==> config.mk <==
export PLATFORM = sky130hd
export DESIGN_NAME = interrupt_request_resolver
export DESIGN_NICKNAME = d
export VERILOG_FILES = /design/src/rtl/interrupt_request_resolver.sv
export SDC_FILE = /design/constraint.sdc
export NUM_CORES = 1
export LEC_CHECK = 0
export CAP_MARGIN = 20
export CORE_AREA = 2 2 100 64
export DETAILED_ROUTE_END_ITERATION = 6
export DIE_AREA = 0 0 102 66
export HOLD_SLACK_MARGIN = 0.06
export PLACE_DENSITY = 0.79
export RECOVER_POWER = 50
export SLEW_MARGIN = 20
export SYNTH_ARGS = -nofsm -noshare
export SYNTH_HDL_FRONTEND = slang
export SYNTH_SLANG_ARGS = --single-unit
==> constraint.sdc <==
create_clock -name clock -period 3.17 [get_ports clock]
set_input_delay 0.7925 -clock clock [delete_from_list [all_inputs] [get_ports clock]]
set_output_delay 0.7925 -clock clock [all_outputs]
set_load 0.02 [all_outputs]
==> src/rtl/interrupt_request_resolver.sv <==
// 8259A interrupt request register and priority resolver with a registered one-hot winner.
// Optional: define SPECIAL_MASK_MODE_EN to add the special_mask_mode input (OCW3 SMM).
module interrupt_request_resolver #(
    parameter int NUM_IRQ     = 8,
    parameter int SYNC_STAGES = 2
) (
    input  logic               clock,
    input  logic               reset_n,
    input  logic [NUM_IRQ-1:0] interrupt_request_pin,
    input  logic               level_or_edge_triggered,
    input  logic [NUM_IRQ-1:0] interrupt_mask,
    input  logic [NUM_IRQ-1:0] in_service_register,
    input  logic [2:0]         priority_rotate,
    input  logic               freeze,
    input  logic [NUM_IRQ-1:0] clear_interrupt_request,
`ifdef SPECIAL_MASK_MODE_EN
    input  logic               special_mask_mode,
`endif
    output logic [NUM_IRQ-1:0] interrupt_request_register,
    output logic [NUM_IRQ-1:0] interrupt,
    output logic               interrupt_pending
);

    localparam int unsigned LP_N = NUM_IRQ;

    logic [SYNC_STAGES-1:0][NUM_IRQ-1:0] r_sync;
    logic [NUM_IRQ-1:0] r_prev;
    logic [NUM_IRQ-1:0] r_irr;
    logic [NUM_IRQ-1:0] r_interrupt;
    logic               r_pending;

    logic [NUM_IRQ-1:0] w_sync;
    logic [NUM_IRQ-1:0] w_irr_next;
    logic [NUM_IRQ-1:0] w_req;
    logic [NUM_IRQ-1:0] w_isr_eff;
    logic [NUM_IRQ-1:0] w_winner;
    logic               w_found;
    logic               w_blocked;
    logic [2:0]         w_idx;

    assign w_sync = r_sync[SYNC_STAGES-1];
    assign w_req  = r_irr & ~interrupt_mask;

`ifdef SPECIAL_MASK_MODE_EN
    assign w_isr_eff = special_mask_mode ? (in_service_register & ~interrupt_mask)
                                         : in_service_register;
`else
    assign w_isr_eff = in_service_register;
`endif

    // Clear beats freeze beats set; a dropped or frozen set is not remembered.
    always_comb begin
        w_irr_next = r_irr;
        if (freeze) begin
            w_irr_next = r_irr;
        end else if (level_or_edge_triggered) begin
            w_irr_next = w_sync;
        end else begin
            w_irr_next = r_irr | (w_sync & ~r_prev);
        end
        w_irr_next = w_irr_next & ~clear_interrupt_request;
    end

    // Walk levels from highest priority down; the first in-service level met (including one
    // equal to the candidate) blocks everything from there on.
    always_comb begin
        w_winner  = '0;
        w_found   = 1'b0;
        w_blocked = 1'b0;
        w_idx     = '0;
        for (int unsigned j = 0; j < LP_N; j++) begin
            w_idx = priority_rotate + 3'd1 + 3'(j);
            if (!w_found && !w_blocked) begin
                if (w_isr_eff[w_idx]) begin
                    w_blocked = 1'b1;
                end else if (w_req[w_idx]) begin
                    w_winner[w_idx] = 1'b1;
                    w_found         = 1'b1;
                end
            end
        end
    end

    always_ff @(posedge clock or negedge reset_n) begin
        if (!reset_n) begin
            r_sync      <= '0;
            r_prev      <= '0;
            r_irr       <= '0;
            r_interrupt <= '0;
            r_pending   <= 1'b0;
        end else begin
            r_sync[0] <= interrupt_request_pin;
            for (int unsigned s = 1; s < SYNC_STAGES; s++) begin
                r_sync[s] <= r_sync[s-1];
            end
            r_prev <= w_sync;
            r_irr  <= w_irr_next;
            if (!freeze) begin
                r_interrupt <= w_winner;
                r_pending   <= w_found;
            end
        end
    end

    assign interrupt_request_register = r_irr;
    assign interrupt                  = r_interrupt;
    assign interrupt_pending          = r_pending;

endmodule

==> results of run 1 <==
==> what timing repair did <==
action,in CTS,in global routing
pin swaps,24,12
buffers inserted,18,6
resized for setup,66,30
setup endpoints to repair,9,9
endpoints found under the hold margin,0,0
cloned,1,0
==> per-stage QoR <==
step	instances	cell area [um^2]	worst slack (ns)
finish	529	4960	-0.220
global route	529	4960	-0.326
CTS	524	4770	-0.142
detailed placement	498	4210	-0.904
global placement	498	4210	-0.766
floorplan	303	3100	-0.610
==> layer usage <==
layer  up-vias  GRT usage  wire length [um]
met4         0      0.122               441
met3        58     0.0888              1170
met5         -          0                 0
met1      1667      0.461              4820
met2       277      0.561              5520
li1       1459          -                 -
==> registers in the layout, indices dropped and copies added (netlist names) <==
register	count
interrupt_request_register	8
r_sync	8
interrupt	8
w_sync	8
r_prev	8
interrupt_pending	1
==> report_power, final <==
part           switching, uW  internal [uW]
sequential              20.1            555
clock                    191            256
combinational            390            375
==> cell usage in the layout, fill, tap and decap left out, types with 3 or more instances in the layout <==
master and instances:
a211oi_1 3, a21oi_1 12, a2bb2oi_1 3, a311oi_1 3, a31oi_1 4, a32oi_1 6
buf_12 4, buf_4 79, buf_6 16, clkbuf_8 6, clkdlybuf4s50_1 35, dfrtp_1 41
dlygate4sd2_1 5, dlygate4sd3_1 8, dlymetal6s2s_1 4, inv_1 14, mux2_2 3, mux2i_1 4
mux2i_2 4, mux4_2 16, nand2_1 25, nand2b_1 7, nand4_1 5, nor2_1 18
nor2b_1 5, nor3_1 10, nor4_4 12, nor4bb_2 3, o211ai_1 8, o21ai_0 8
o22ai_1 4
==> worst reg2reg max path: cells and delay by family (launching register included) <==
family | cells | cell delay (ns)
flops | 1 | 0.46
mux | 1 | 0.50
simple gates | 4 | 1.04
compound gates | 3 | 0.51
buf+inv | 1 | 0.15
==> path summary, 6_finish.rpt <==
kind	from	to	slack, ns	cells after the start
worst max-delay path	priority_rotate[0]	interrupt[4]	-0.22	15
worst min-delay path	r_sync[5]	w_sync[5]	0.36	0
worst max register to register	interrupt_request_register[5]	interrupt[7]	0.44	9
worst min register to register	r_sync[5]	w_sync[5]	0.36	0
max in group asynchronous	reset_n	r_prev[7]	0.74	1
min in group asynchronous	reset_n	interrupt_pending	1.14	1
==> cell families (layout without fill, tap and decap cells) <==
| logic type | Yosys count | after routing | synth area share |
|---|---|---|---|
| xor+xnor | 5 | 5 | 0.0222 |
| compound gates | 74 | 74 | 0.184 |
| buf+inv | 37 | 179 | 0.0558 |
| mux | 29 | 29 | 0.167 |
| fa+ha+maj | 2 | 2 | 0.00839 |
| flops | 41 | 41 | 0.344 |
| simple gates | 115 | 115 | 0.218 |
==> final cells by class <==
| class | count | share of cell area |
|---|---|---|
| timing repair buffer | 154 | 0.284 |
| clock inverter | 2 | 0.00757 |
| inverter | 17 | 0.0134 |
| tap | 84 | 0.0212 |
| sequential | 41 | 0.207 |
| clock buffer | 6 | 0.0166 |
| multi-input combinational | 225 | 0.450 |
==> reports/qor.yml, run 1 <==
status:
  run_status: "finished, violations left"
  violations: "capacitance limit, slew limit, setup timing"
floorplan:
  ioPinCount: 56
  start_util: 0.511
  coreArea_mm2: 0.00584
  rows: 22
  die_w_um: 102
  dieArea_mm2: 0.00673
  die_y_um: 66
cells_and_area:
  drive_gt1_frac: 0.416
  utilization: 0.850
  final_nets: 485
  n_antenna_cell: 0
  syn_to_final_growth_pct: 66.4
  multi_input_area_mm2: 0.00223
  num-fill-cells: 311
  final-seq-area_mm2: 0.00103
synthesis:
  yosys_warnings: 0
  synth-edff-count: 0
  syn-num-nets: 344
  synth_ff_type: "dfrtp_1"
  postSynthAreaPerCell_um2: 9.84
  synth_common_cells: "dfrtp_1, nand2_1, nor2_1"
  synthArstFlopShare: 1.00
  yosysTopAreaCellShare: 0.344
  yosys-top-cells-area: "dfrtp_1, mux4_2, nand2_1"
  seq_area_frac_synth: 0.344
  yosysMostFrequentCell: "dfrtp_1"
  synthCells: 303
  synth_cell_type_count: 57
  synth-seq-cells: 41
  synth_top_cell_by_area: "dfrtp_1"
  synthesis.area_mm2: 0.00298
worst_hold_path:
  hp-class: "reg2reg"
global_route:
  antenna_found_initial: 0
  grt_pass1_wl_um: 17600
  grt_use_total: 0.348
  grt-ovfl-total: 0
  grt_pass1_vias: 3373
  grt_max_degree: 42
place:
  routabilityCongestion: 0.950
  dpl.hpwl_um: 7550
  port_buffers: 55
cts:
  numCtsBuffers: 5
  max-clock-path-buffers: 2
  clock_sinks: 41
  clock_latency_ns: 0.29
  hold_buffers: 0
  clk_pin_slew_worst_paths_ns: 0.09
  cts-htree-levels: 2
  cts_tree: "done"
  ctsRootBufferMaster: "clkbuf_8"
sta:
  setup_violations: 9
  finalHoldViolations: 0
  worst_pin_slew_ns: 2.21
  finalCritPeriodShare: 1.07
  timing.fmax_mhz: 295
  skew_ns: 0.00951
  finalMaxSlewViolations: 42
  max-slew-margin-rel: -0.476
  worst_hold_slack_ns: 0.355
  setup_slack_ns: -0.220
  rsz0062_at_grt: "true"
  setup_tns_ns: -1.44
  period_needed_ns: 3.39
critical_path:
  worstPathCellList: "buf_8 -> inv_4 -> ha_4 -> mux4_2 -> buf_6 -> buf_6 -> nor4_4 -> nor4_4 -> buf_4 -> nor3b_2 -> buf_4 -> nand3_4 -> o32ai_2 -> mux2i_1 -> a32oi_1"
  crit_fanout: 8
  slowest_delay_ns: 0.57
  cp_slowest_cell: "mux4_2"
  cp-end-kind: "flip-flop"
  arrival_ns: 3.60
  cpLargestDelayFamily: "multiplexers"
  cp_data_required_time_ns: 3.38
  path_class: "in2reg"
  cp_num_buf_inv: 6
  cp-start-kind: "input port"
routing:
  route.vias.total: 3461
  drtAntennaViolNets: 0
  drc: 0
  drt_iter0_drc: 432
  firstDrtPassIters: 7
  wire_per_inst_um: 22.6
  routed_via_density: 6.54
  wl_um: 12000
power_and_ir_drop:
  power.total_uw: 1790
  power_leakage_uw: 0.00196
  ir_drop_mv: 0.307
  p_per_area_mw_per_mm2: 360
flow_run:
  max-cap-violations: 1
(Power assumes the default switching activity.)
==> run 2, diff against run 1 <==
clock period = 3.4 ns   (was 3.17 ns; I/O delays follow)
==> run 2 against run 1 <==
Net effect:
- the flow still finishes with violations (capacitance limit, slew limit, setup timing)
- die area unchanged
- sequential share of layout area up 0.18 points
- clock-buffer cell count unchanged
- critical endpoint is now interrupt[7]
- clock skew decreased by 0.0021 ns
- final cell count up 0.19%
- largest power group unchanged
- highest routed layer unchanged
- register-to-register slack improved by 0.15 ns
- total power is 7.3% lower
- sequential cell count unchanged
- first-iteration DRC count up 17%
- worst hold slack got worse by 0.0012 ns
- worst setup slack got worse by 0.022 ns
- critical path type unchanged
==> reports/qor.yml, run 2 (same netlist as run 1, synthesis figures left out) <==
power_and_ir_drop:
  seqPwrFrac: 0.324
  internal-power_uw: 1090
  p_sw_frac: 0.341
  p_sw_uw: 565
  p_comb_frac: 0.432
  power_leakage_uw: 0.00194
  pwr-share-clk: 0.244
  ir_drop_mv: 0.351
  p_per_area_mw_per_mm2: 337
place:
  routabilityCongestion: 0.958
  dp.cells: 497
  dpl.hpwl_um: 7310
  port_buffers: 55
critical_path:
  cp-end-kind: "flip-flop"
  slowest_delay_ns: 0.56
  cp_data_required_time_ns: 3.61
  r2r-end: "interrupt[7]"
  worstPathCellList: "buf_8 -> inv_4 -> ha_4 -> buf_6 -> mux4_2 -> buf_6 -> buf_6 -> nor4_4 -> nor4_4 -> nor4_4 -> or3b_4 -> a2111oi_4 -> a211oi_2 -> o22ai_1"
  rr_worst_depth: 10
  path_class: "in2reg"
  r2r_slack_ns: 0.59
  rr_startpoint: "interrupt_request_register[0]"
  cpLargestDelayFamily: "simple AND/OR/NAND/NOR gates"
  crit_fanout: 6
  cp_slowest_cell: "mux4_2"
  arrival_ns: 3.86
  cp-start-kind: "input port"
  cp_num_buf_inv: 5
global_route:
  grt_max_degree: 42
  antenna_found_initial: 0
  grt_use_total: 0.357
  grt_pass1_wl_um: 18000
  grt-ovfl-total: 0
  grt_pass1_vias: 3451
worst_hold_path:
  hold_end: "w_sync[0]"
  hp-class: "reg2reg"
  holdPathStages: 0
  min_from: "r_sync[0]"
routing:
  drc: 0
  routed_via_density: 6.62
  drt_iter0_drc: 504
  firstDrtPassIters: 6
  wire_per_inst_um: 22.7
  route.vias.total: 3507
  drtAntennaViolNets: 0
  wl_um: 12000
floorplan:
  die_w_um: 102
  rows: 22
  dieArea_mm2: 0.00673
  die_y_um: 66
  ioPinCount: 56
  coreArea_mm2: 0.00584
  start_util: 0.511
sta:
  skew_ns: 0.00744
  timing.fmax_mhz: 275
  setup_slack_ns: -0.243
  finalHoldViolations: 0
  finalMaxSlewViolations: 42
  worst_pin_slew_ns: 2.17
  period_needed_ns: 3.64
  setup_violations: 8
  finalCritPeriodShare: 1.07
  rsz0062_at_grt: "true"
  setup_tns_ns: -0.891
  max-slew-margin-rel: -0.450
cells_and_area:
  stdcell_count: 530
  n_antenna_cell: 0
  mostFrequentLayoutCells: "buf_4, dfrtp_1, clkdlybuf4s50_1"
  final_nets: 486
  syn_to_final_growth_pct: 64.9
  drive_gt1_frac: 0.406
  layout_commonest_cell: "buf_4"
  multi_input_area_mm2: 0.00219
  final-seq-area_mm2: 0.00103
  num-fill-cells: 304
cts:
  hold_buffers: 0
  cts_tree: "done"
  clk_pin_slew_worst_paths_ns: 0.08
  clock_sinks: 41
  numCtsBuffers: 5
  cts-htree-levels: 2
  clock_latency_ns: 0.30
  max-clock-path-buffers: 2
  ctsRootBufferMaster: "clkbuf_8"
flow_run:
  max-cap-violations: 1
status:
  violations: "capacitance limit, slew limit, setup timing"
  run_status: "finished, violations left"
[run 2: cell types whose count changed in the layout (fill, tap and decap cells not counted), moves of 3 or more]
| cell | change |
|---|---|
| buf_4 | +3 |
| nor4_4 | -3 |
| nor4_2 | +3 |
| clkdlybuf4s50_1 | +4 |
| dlymetal6s2s_1 | -4 |
| buf_6 | -3 |
[run 2: per-layer routing]
| metal | part of all wire | up-vias | track usage |
|---|---|---|---|
| met5 | 0 | - | 0 |
| met4 | 0.050 | 0 | 0.135 |
| met3 | 0.11 | 78 | 0.0973 |
| met2 | 0.45 | 287 | 0.557 |
| met1 | 0.39 | 1682 | 0.477 |
| li1 | - | 1460 | - |
[run 2: worst max-delay path by stage]
stage                   end  depth (start not counted)          startpoint
3_5_place_dp   interrupt[7]                         13  priority_rotate[1]
5_1_grt        interrupt[7]                         14  priority_rotate[0]
6_report       interrupt[7]                         14  priority_rotate[0]
2_1_floorplan  interrupt[7]                         13  priority_rotate[0]
3_3_place_gp   interrupt[7]                         10  priority_rotate[1]
4_1_cts        interrupt[7]                         14  priority_rotate[0]
[run 2: worst reg2reg max path, cell delays in order (launching register included)]
cell and delay, ns:
dfrtp_1 0.44, nand2b_1 0.16, mux4_2 0.56, mux2_4 0.32
a31oi_4 0.23, buf_6 0.17, buf_4 0.12, nand2_4 0.09
a2111oi_4 0.38, a211oi_2 0.08, o22ai_1 0.17
[run 2: what timing repair did]
action	CTS	global route
buffers inserted	19	6
gates cloned	2	0
pin swaps	14	11
endpoints found under the setup margin	9	9
gates resized for setup	49	37
hold endpoints to repair	0	0
[run 2: metrics by stage]
| step | utilization | hold WS, ns | cell area, um^2 | total power, uW | setup slack, ns |
|---|---|---|---|---|---|
| 6_report | 0.843 | 0.354 | 4920 | 1660 | -0.243 |
| 5_1_grt | 0.843 | 0.367 | 4920 | 1710 | -0.255 |
| 4_1_cts | 0.804 | 0.354 | 4690 | 1570 | -0.00726 |
| 3_5_place_dp | 0.721 | 0.335 | 4210 | 1080 | -0.751 |
| 3_3_place_gp | 0.721 | 0.332 | 4210 | 1060 | -0.592 |
| 2_1_floorplan | - | 0.331 | 3100 | 823 | -0.438 |
[run 2: layout make-up]
cell class | count | area share
multi-input cells | 225 | 0.446
repair buffers | 155 | 0.288
flip-flops and latches | 41 | 0.209
well taps | 84 | 0.0214
clock buffers | 6 | 0.0148
inverters | 17 | 0.0135
clock inverters | 2 | 0.00789
[run 2: power by group through the flow]
| stage | registers (uW) | logic, uW | clock network, uW |
|---|---|---|---|
| 2_1_floorplan | 562 | 261 | 0 |
| 3_3_place_gp | 543 | 520 | 0 |
| 3_5_place_dp | 545 | 531 | 0 |
| 4_1_cts | 536 | 624 | 407 |
| 5_1_grt | 540 | 746 | 426 |
| 6_report | 537 | 716 | 404 |
